`config.mk`:
```
export PLATFORM = sky130hd
export DESIGN_NAME = motoro3_deadtime_guard
export DESIGN_NICKNAME = d
export VERILOG_FILES = /design/src/rtl/motoro3_pkg.sv /design/src/rtl/motoro3_dt_phase.sv /design/src/rtl/motoro3_deadtime_guard.sv
export SDC_FILE = /design/constraint.sdc
export NUM_CORES = 1
export LEC_CHECK = 0
export BUFFER_PORTS_ARGS = -buffer_cell sky130_fd_sc_hd__buf_2
export CAP_MARGIN = 20
export CELL_PAD_IN_SITES_DETAIL_PLACEMENT = 2
export CELL_PAD_IN_SITES_GLOBAL_PLACEMENT = 2
export CORE_MARGIN = 3
export CORE_UTILIZATION = 40
export DETAILED_ROUTE_END_ITERATION = 12
export GPL_TIMING_DRIVEN = 0
export PLACE_DENSITY_LB_ADDON = 0.05
export SETUP_SLACK_MARGIN = 0.5
export SLEW_MARGIN = 40
export SYNTH_ARGS = -nofsm -noshare
export SYNTH_HDL_FRONTEND = slang
export SYNTH_SLANG_ARGS = --single-unit
```
`constraint.sdc`:
```
create_clock -name clk -period 7.4 [get_ports clk]
set_input_delay 0.37 -clock clk [delete_from_list [all_inputs] [get_ports clk]]
set_output_delay 0.37 -clock clk [all_outputs]
set_load 0.005 [all_outputs]
```
`src/rtl/motoro3_pkg.sv`:
```
// motoro3_pkg: shared phase-state encoding, counter width and default timing for the motor gate path
package motoro3_pkg;
  localparam int CNT_W = 8;
  localparam int unsigned MOTORO3_DT_DEFAULT = 20;
  localparam int unsigned MOTORO3_MINP_DEFAULT = 5;
  typedef logic [CNT_W-1:0] cnt_t;
  typedef enum logic [2:0] {
    PH_OFF  = 3'd0,
    PH_HIGH = 3'd1,
    PH_LOW  = 3'd2,
    PH_DEAD = 3'd3,
    PH_HOLD = 3'd4
  } phase_e;
endpackage

```
`src/rtl/motoro3_dt_phase.sv`:
```
// motoro3_dt_phase: one phase gate FSM with dead-time and minimum-pulse counters
module motoro3_dt_phase
  import motoro3_pkg::*;
#(
  parameter int unsigned DT_CYCLES = MOTORO3_DT_DEFAULT,
  parameter int unsigned MIN_PULSE = MOTORO3_MINP_DEFAULT
) (
  input  logic clk,
  input  logic rst,
  input  logic en_i,
  input  logic req_h_i,
  input  logic req_l_i,
  input  logic flt_i,
  input  logic clr_i,
  output logic g_h_o,
  output logic g_l_o,
  output logic shoot_o
);
  localparam cnt_t DT_LAST = cnt_t'(DT_CYCLES - 1);
  localparam cnt_t MINP = cnt_t'(MIN_PULSE);
  phase_e state_q, state_d, idle_d;
  cnt_t dcnt_q, dcnt_d, ocnt_q, ocnt_d, ocnt_inc;
  logic want_h, want_l, min_ok, enter_dead;
  logic g_h_q, g_l_q, shoot_q;
  always_comb begin
    want_h = en_i & req_h_i & ~req_l_i;
    want_l = en_i & req_l_i & ~req_h_i;
    ocnt_inc = (ocnt_q == MINP) ? ocnt_q : ocnt_q + cnt_t'(1);
    // the incremented count equals cycles already spent on after this edge
    min_ok = ocnt_inc == MINP;
    idle_d = want_h ? PH_HIGH : want_l ? PH_LOW : PH_OFF;
    state_d = state_q;
    if (flt_i) state_d = PH_HOLD;
    else if (clr_i) state_d = PH_DEAD;
    else begin
      unique case (state_q)
        PH_OFF:  state_d = idle_d;
        PH_HIGH: state_d = want_h ? PH_HIGH : (min_ok || !en_i) ? PH_DEAD : PH_HIGH;
        PH_LOW:  state_d = want_l ? PH_LOW : (min_ok || !en_i) ? PH_DEAD : PH_LOW;
        PH_DEAD: state_d = (dcnt_q == DT_LAST) ? idle_d : PH_DEAD;
        default: state_d = PH_HOLD;
      endcase
    end
    enter_dead = (state_d == PH_DEAD) && ((state_q != PH_DEAD) || clr_i);
    dcnt_d = (state_d == PH_DEAD && !enter_dead) ? dcnt_q + cnt_t'(1) : '0;
    ocnt_d = (state_d == state_q) ? ocnt_inc : '0;
  end
  always_ff @(posedge clk) begin
    if (rst) begin
      state_q <= PH_OFF;
      dcnt_q <= '0;
      ocnt_q <= '0;
      g_h_q <= 1'b0;
      g_l_q <= 1'b0;
      shoot_q <= 1'b0;
    end else begin
      state_q <= state_d;
      dcnt_q <= dcnt_d;
      ocnt_q <= ocnt_d;
      g_h_q <= state_d == PH_HIGH;
      g_l_q <= state_d == PH_LOW;
      shoot_q <= (req_h_i & req_l_i) | (shoot_q & ~clr_i);
    end
  end
  assign g_h_o = g_h_q;
  assign g_l_o = g_l_q;
  assign shoot_o = shoot_q;
endmodule

```
`src/rtl/motoro3_deadtime_guard.sv`:
```
// motoro3_deadtime_guard: three-phase gate guard with dead time, minimum pulse and latched fault shutdown
module motoro3_deadtime_guard
  import motoro3_pkg::*;
#(
  parameter int unsigned DT_CYCLES = MOTORO3_DT_DEFAULT,
  parameter int unsigned MIN_PULSE = MOTORO3_MINP_DEFAULT
) (
  input  logic       clk,
  input  logic       nRst,
  input  logic       guardEn,
  input  logic [2:0] reqHp,
  input  logic [2:0] reqLp,
  input  logic       fltIn,
  input  logic       clrFault,
  output logic [2:0] gHp,
  output logic [2:0] gLp,
  output logic       fltLatched,
  output logic [2:0] shootThru
);
  logic flt_q, clr_ok;
  // a live fault overrides any clear request in the same cycle
  assign clr_ok = clrFault & ~fltIn;
  always_ff @(posedge clk) begin
    if (nRst) flt_q <= 1'b0;
    else flt_q <= fltIn | (flt_q & ~clrFault);
  end
  assign fltLatched = flt_q;
  for (genvar p = 0; p < 3; p++) begin : g_ph
    motoro3_dt_phase #(
      .DT_CYCLES(DT_CYCLES),
      .MIN_PULSE(MIN_PULSE)
    ) u_ph (
      .clk(clk),
      .rst(nRst),
      .en_i(guardEn),
      .req_h_i(reqHp[p]),
      .req_l_i(reqLp[p]),
      .flt_i(fltIn),
      .clr_i(clr_ok),
      .g_h_o(gHp[p]),
      .g_l_o(gLp[p]),
      .shoot_o(shootThru[p])
    );
  end
endmodule

```
Word level (Yosys, flattened, before mapping)
Cells that the tools add are included.
Word-level totals
  bits in registers: 67
  input port bits: 11
  output and inout port bits: 10
  word-level logic and storage cells: 155
Operators by class
  add/sub/neg operators: 6
  equal/unequal tests: 33
  multiplexer cells: 33
  bitwise gates (word level): 39
  reductions and logical operators: 25
Operator list (count)
  3-bit 2-to-1 mux: 18
  8-bit by 1-bit adder with 8-bit output, second input constant: 6
  8-bit by 3-bit equality test with 1-bit output, second input constant: 6
  3-bit by 2-bit equality test with 1-bit output, second input constant: 12
  3-bit one-hot mux with 4 select lines: 3
  8-bit by 5-bit equality test with 1-bit output, second input constant: 3
  8-bit 2-to-1 mux: 3
  1-bit bitwise AND: 20
  3-bit by 1-bit equality test with 1-bit output, second input constant: 6
  1-bit NOT: 15
  2-bit 2-to-1 mux: 6
  2-bit OR reduction: 6
  3-bit equality test: 3
  3-bit logical NOT: 3
  3-bit by 2-bit inequality test with 1-bit output, second input constant: 3
  1-bit logical AND: 6
  1-bit logical OR: 6
  1-bit logical NOT: 4
  1-bit bitwise OR: 4
  1-bit 2-to-1 mux: 3

Longest topological paths before layout
  word-level depth: 15
  mapped depth: 9
  depth with buffers taken out: 8

By module
From an unflattened synthesis, not the netlist that was laid out.
Second synthesis, totals
  cells, all modules: 435
  area, all modules: 3881.2 sq um
By module, submodules not included
  motoro3_dt_phase at g_ph[1].u_ph ...: instances 2, cells an instance 146, area an instance 1323.8 sq um, sequential area each 440.4 sq um
  motoro3_dt_phase at g_ph[0].u_ph: instances 1, cells an instance 138, area an instance 1186.1 sq um, sequential area each 440.4 sq um
  motoro3_deadtime_guard: instances 1, cells an instance 5, area an instance 47.5 sq um, sequential area each 20.0 sq um

Worst setup path after synthesis
OpenSTA, ideal clock, no wires.
  path kind: register to register
  start point: reg g_ph[1].u_ph.ocnt_q[1]
  end point: reg g_ph[1].u_ph.ocnt_q[0]
  library setup time: 0.125 ns
  arrival time: 2.307 ns
  data required time: 7.275 ns
  slack: 4.967 ns
  stages on the path, launching flop included: 9
  path buffers: 0
  clock period less this slack: 2.433 ns
  cells stage by stage: dfxtp_1 inv_1 ha_1 or4b_2 a21oi_1 o21ai_0 a2111oi_0 a311o_2 nor3_1
Between the ends
  cells in the longest elaborated chain, start to end: 12
  elaborated cells on any way between the ends: 15
  classes of those cells: add/sub (1); eq/ne (3); mux (8); bitwise (1); reduce/logical (2)
RTL lines
  start, declared: RTL line motoro3_dt_phase.sv:22  | cnt_t dcnt_q, dcnt_d, ocnt_q, ocnt_d, ocnt_inc;
  start signal, assigned: RTL line motoro3_dt_phase.sv:59  | ocnt_q <= ocnt_d;
  8-bit by 1-bit adder with 8-bit output or 8-bit by 3-bit equality test with 1-bit output (tied branches): RTL line motoro3_dt_phase.sv:28  | ocnt_inc = (ocnt_q == MINP) ? ocnt_q : ocnt_q + cnt_t'(1);
  8-bit 2-to-1 mux *: RTL line motoro3_dt_phase.sv:28
  8-bit by 3-bit equality test with 1-bit output: RTL line motoro3_dt_phase.sv:30  | min_ok = ocnt_inc == MINP;
  1-bit logical OR: RTL line motoro3_dt_phase.sv:38, motoro3_dt_phase.sv:39
  1-bit 2-to-1 mux or 2-bit 2-to-1 mux (tied branches): RTL line motoro3_dt_phase.sv:39, motoro3_dt_phase.sv:38
  3-bit 2-to-1 mux, on equally long branches: RTL line motoro3_dt_phase.sv:39, motoro3_dt_phase.sv:38
  3-bit one-hot mux with 4 select lines: RTL line motoro3_dt_phase.sv:36  | unique case (state_q)
  3-bit 2-to-1 mux: RTL line motoro3_dt_phase.sv:34  | else if (clr_i) state_d = PH_DEAD;
  3-bit 2-to-1 mux: RTL line motoro3_dt_phase.sv:33  | if (flt_i) state_d = PH_HOLD;
  3-bit equality test: RTL line motoro3_dt_phase.sv:46  | ocnt_d = (state_d == state_q) ? ocnt_inc : '0;
  1-bit NOT (no source line)
  2-bit OR reduction (no source line)
Mark *: on every way between the ends. The rest lies on a longest branch, timed or not.
A chain may end at the register's enable or synchronous reset.

Final worst setup path
  start point: reg g_ph[2].u_ph.ocnt_q[1]
  end point: reg g_ph[2].u_ph.ocnt_q[6]
Between the ends
  cells in the longest elaborated chain, start to end: 12
  elaborated cells on any way between the ends: 15
  classes of those cells: add/sub (1); eq/ne (3); mux (8); bitwise (1); reduce/logical (2)
RTL lines (RTL line)
  start, declared: motoro3_dt_phase.sv:22
  start signal, assigned: motoro3_dt_phase.sv:59
  8-bit by 1-bit adder with 8-bit output or 8-bit by 3-bit equality test with 1-bit output (tied branches): motoro3_dt_phase.sv:28
  8-bit 2-to-1 mux *: motoro3_dt_phase.sv:28
  8-bit by 3-bit equality test with 1-bit output: motoro3_dt_phase.sv:30
  1-bit logical OR: motoro3_dt_phase.sv:38, motoro3_dt_phase.sv:39
  1-bit 2-to-1 mux or 2-bit 2-to-1 mux (tied branches): motoro3_dt_phase.sv:39, motoro3_dt_phase.sv:38
  3-bit 2-to-1 mux, on equally long branches: motoro3_dt_phase.sv:39, motoro3_dt_phase.sv:38
  3-bit one-hot mux with 4 select lines: motoro3_dt_phase.sv:36
  3-bit 2-to-1 mux: motoro3_dt_phase.sv:34
  3-bit 2-to-1 mux: motoro3_dt_phase.sv:33
  3-bit equality test: motoro3_dt_phase.sv:46
  1-bit NOT (no source line)
  2-bit OR reduction (no source line)
Marked as above.

==> results.json <==
{
  "multi_input_area_um2": 2153,
  "ys_types": 68,
  "final.period_utilization_pct": 40.04,
  "die_h_um": 101.9,
  "drive_above_1_share_pct": 14.22,
  "cp-end-kind": "register",
  "wl_per_cell_um": 18.63,
  "avgSynthCellArea_um2": 8.572,
  "clock_latency_ns": 0.35,
  "placed_cells": 556,
  "fillers": 1005,
  "finalSetupViolations": 0,
  "postRouteAntennaNets": 0,
  "clk_pin_slew_worst_paths_ns": 0.08,
  "cpMostUsedCell": "nor4_1",
  "grt_pass1_vias": 3554,
  "stdcell_area_um2": 4128,
  "power_leakage_uw": 0.001542,
  "setup_tns_ns": 0,
  "cp_max_fo": 9,
  "grt_first_pass_wirelength_um": 17970,
  "synth_edf_count": 0,
  "stdcell_count": 572,
  "synth_compound_gate_area_share_pct": 14.49,
  "ys_ff_latch": 67,
  "maxSlewViolCount": 0,
  "vias": 3309,
  "cts_setup_buffers": 0,
  "first_pass_iters": 4,
  "synth-warning-count": 0,
  "n_antenna_cell": 0,
  "max_clock_freq_ghz": 0.3375,
  "die_area_um2": 10380,
  "syn_area_um2": 3677,
  "yosys.area_share.simple_pct": 31.71,
  "hold_viol_final": 0,
  "die_w_um": 101.9,
  "synth_cells": 429,
  "ios": 21,
  "crit_type": "register to register",
  "hpwl_um": 7493,
  "fin_hold_ws_ns": 0.3061,
  "final_common_cell": "dfxtp_1",
  "gp_congestion": 0.8153,
  "cts.repair.resized": 0,
  "slowest_delay_ns": 0.55,
  "synth_mux_area_share_pct": 0,
  "cts_buffers": 9,
  "seqCellArea_um2": 1341,
  "place_area_um2": 3908,
  "final_cell_mix": "dfxtp_1, nor2_1, nand2_1",
  "totalWireLength_um": 10650,
  "worst_ir_drop_vdd_uv": 97.29,
  "cts_hold_buf": 0,
  "post-route-drc-count": 0,
  "crit_required_ns": 7.59,
  "worst_setup_path_start_kind": "register",
  "drt-initial-drc-count": 101,
  "rsz0062_at_grt": "false",
  "critPathBufInv": 1,
  "fin_util_pct": 46.87,
  "synth-xor-area-share_pct": 9.289,
  "path_delay_family": "compound AO/OA/AOI/OAI gates",
  "min_period_ns": 2.963,
  "max_slew.worst_pin.slew_ns": 0.7541,
  "grt_max_degree": 14,
  "maxSlewHeadroom_pct": 49.09,
  "p_per_area_nw_per_um2": 194.5,
  "finClkSkew_ns": 0.01368,
  "overflow": 0,
  "max-cap-violations": 0,
  "synth-main-ff-cell": "dfxtp_1",
  "clock_sinks": 67,
  "synth-seq-area-share_pct": 36.47,
  "synth_fa_ha_area_share_pct": 3.062,
  "area_growth_pct": 12.25,
  "crit_slowest_cell": "dfxtp_1",
  "nets": 479,
  "cts_buffer_depth": 2,
  "antenna_found_initial": 0,
  "synth_top_family_by_area": "simple AND/OR/NAND/NOR gates",
  "row_count": 34,
  "async_reset_ff_share_pct": 0,
  "hold_path_class": "input pin to register",
  "outcome": "finished clean",
  "cts_tree": "built",
  "arrival_ns": 3.16,
  "h-tree-depth": 3,
  "start_util_pct": 41.76,
  "clockRootBuffer": "clkbuf_8",
  "track_usage_pct": 21.71,
  "io_buffers": 19,
  "core_area_um2": 8806,
  "vias_per_cell": 5.785,
  "cp_cell_sequence": "ha_1, clkbuf_1, xor2_1, o211ai_1, nor4_1, o31ai_2, a41oi_2, nor4_1",
  "synth_nets": 449
}
[through the flow]
stage	total power, uW	setup WS, ns
2_1_floorplan	435.1	4.967
3_3_place_gp	457.5	4.586
3_5_place_dp	460.8	4.550
4_1_cts	813.7	4.428
5_1_grt	839.4	4.248
6_report	803.0	4.437
[worst paths after layout]
path | depth (start not counted) | endpoint | from | slack [ns]
max | 8 | g_ph[2].u_ph.ocnt_q[6]$_SDFF_PP0_ | g_ph[2].u_ph.ocnt_q[1]$_SDFF_PP0_ | 4.44
min | 3 | g_ph[2].u_ph.shoot_o$_SDFF_PP0_ | reqLp[2] | 0.31
max reg2reg | 8 | g_ph[2].u_ph.ocnt_q[6]$_SDFF_PP0_ | g_ph[2].u_ph.ocnt_q[1]$_SDFF_PP0_ | 4.44
min reg2reg | 1 | g_ph[1].u_ph.dcnt_q[0]$_SDFF_PP0_ | g_ph[1].u_ph.dcnt_q[0]$_SDFF_PP0_ | 0.47
[cell type report]
cell class                 count  share of cell area [%]
buffer                        25                   3.334
clock buffer                   9                   3.001
clock inverter                 7                   2.334
inverter                      12                   1.091
multi-input combinational    325                   52.17
sequential                    67                   32.49
tap                          108                   3.274
timing repair buffer          19                   2.304
[layer usage]
layer / share of wire, % / up-vias / GRT usage (%)
met5: 0 / - / 0
met4: 0.89 / 0 / 5.146
met3: 1.4 / 12 / 3.345
met2: 51 / 28 / 38.43
met1: 47 / 1657 / 27.86
li1: - / 1612 / -
[Yosys cell counts, drive strengths merged (6+ instances only)]
cell,instances,share of area [%]
nand2b,9,1.5
nand2,26,2.7
xnor2,17,4.0
inv,12,1.2
and4,6,1.5
nor2,50,5.1
nand4,12,2.0
nand3,23,3.1
nor3,25,3.4
and3,7,1.2
xor2,22,5.2
dfxtp,67,36
o21ai,9,1.2
a21oi,11,1.5
ha,9,3.1
buf,16,2.8
nor2b,6,1.0
nor4,11,1.9
clkbuf,9,0.92
[worst reg2reg max path, stage by stage (launching register included)]
cell and delay (ns):
dfxtp_1 0.55, ha_1 0.22, clkbuf_1 0.39, xor2_1 0.19, o211ai_1 0.12, nor4_1 0.53, o31ai_2 0.18, a41oi_2 0.51
nor4_1 0.13
[registers in the layout (all words and copies together), names as in the netlist]
| signal | count |
|---|---|
| g_ph.u_ph.state_q | 9 |
| g_ph.u_ph.shoot_o | 3 |
| g_ph.u_ph.dcnt_q | 24 |
| g_ph.u_ph.g_l_o | 3 |
| g_ph.u_ph.ocnt_q | 24 |
| g_ph.u_ph.g_h_o | 3 |
| fltLatched | 1 |
[power by group]
part,internal [uW],switching [uW],total (uW)
registers,367,7.97,375
logic,29.5,49.5,79.1
clock network,192,157,349
[cells by family after synthesis]
family,Yosys count
simple gates,209
compound gates,68
flops,67
xor+xnor,39
buf+inv,37
fa+ha+maj,9
Note: power is estimated with default switching activity, not from simulation.
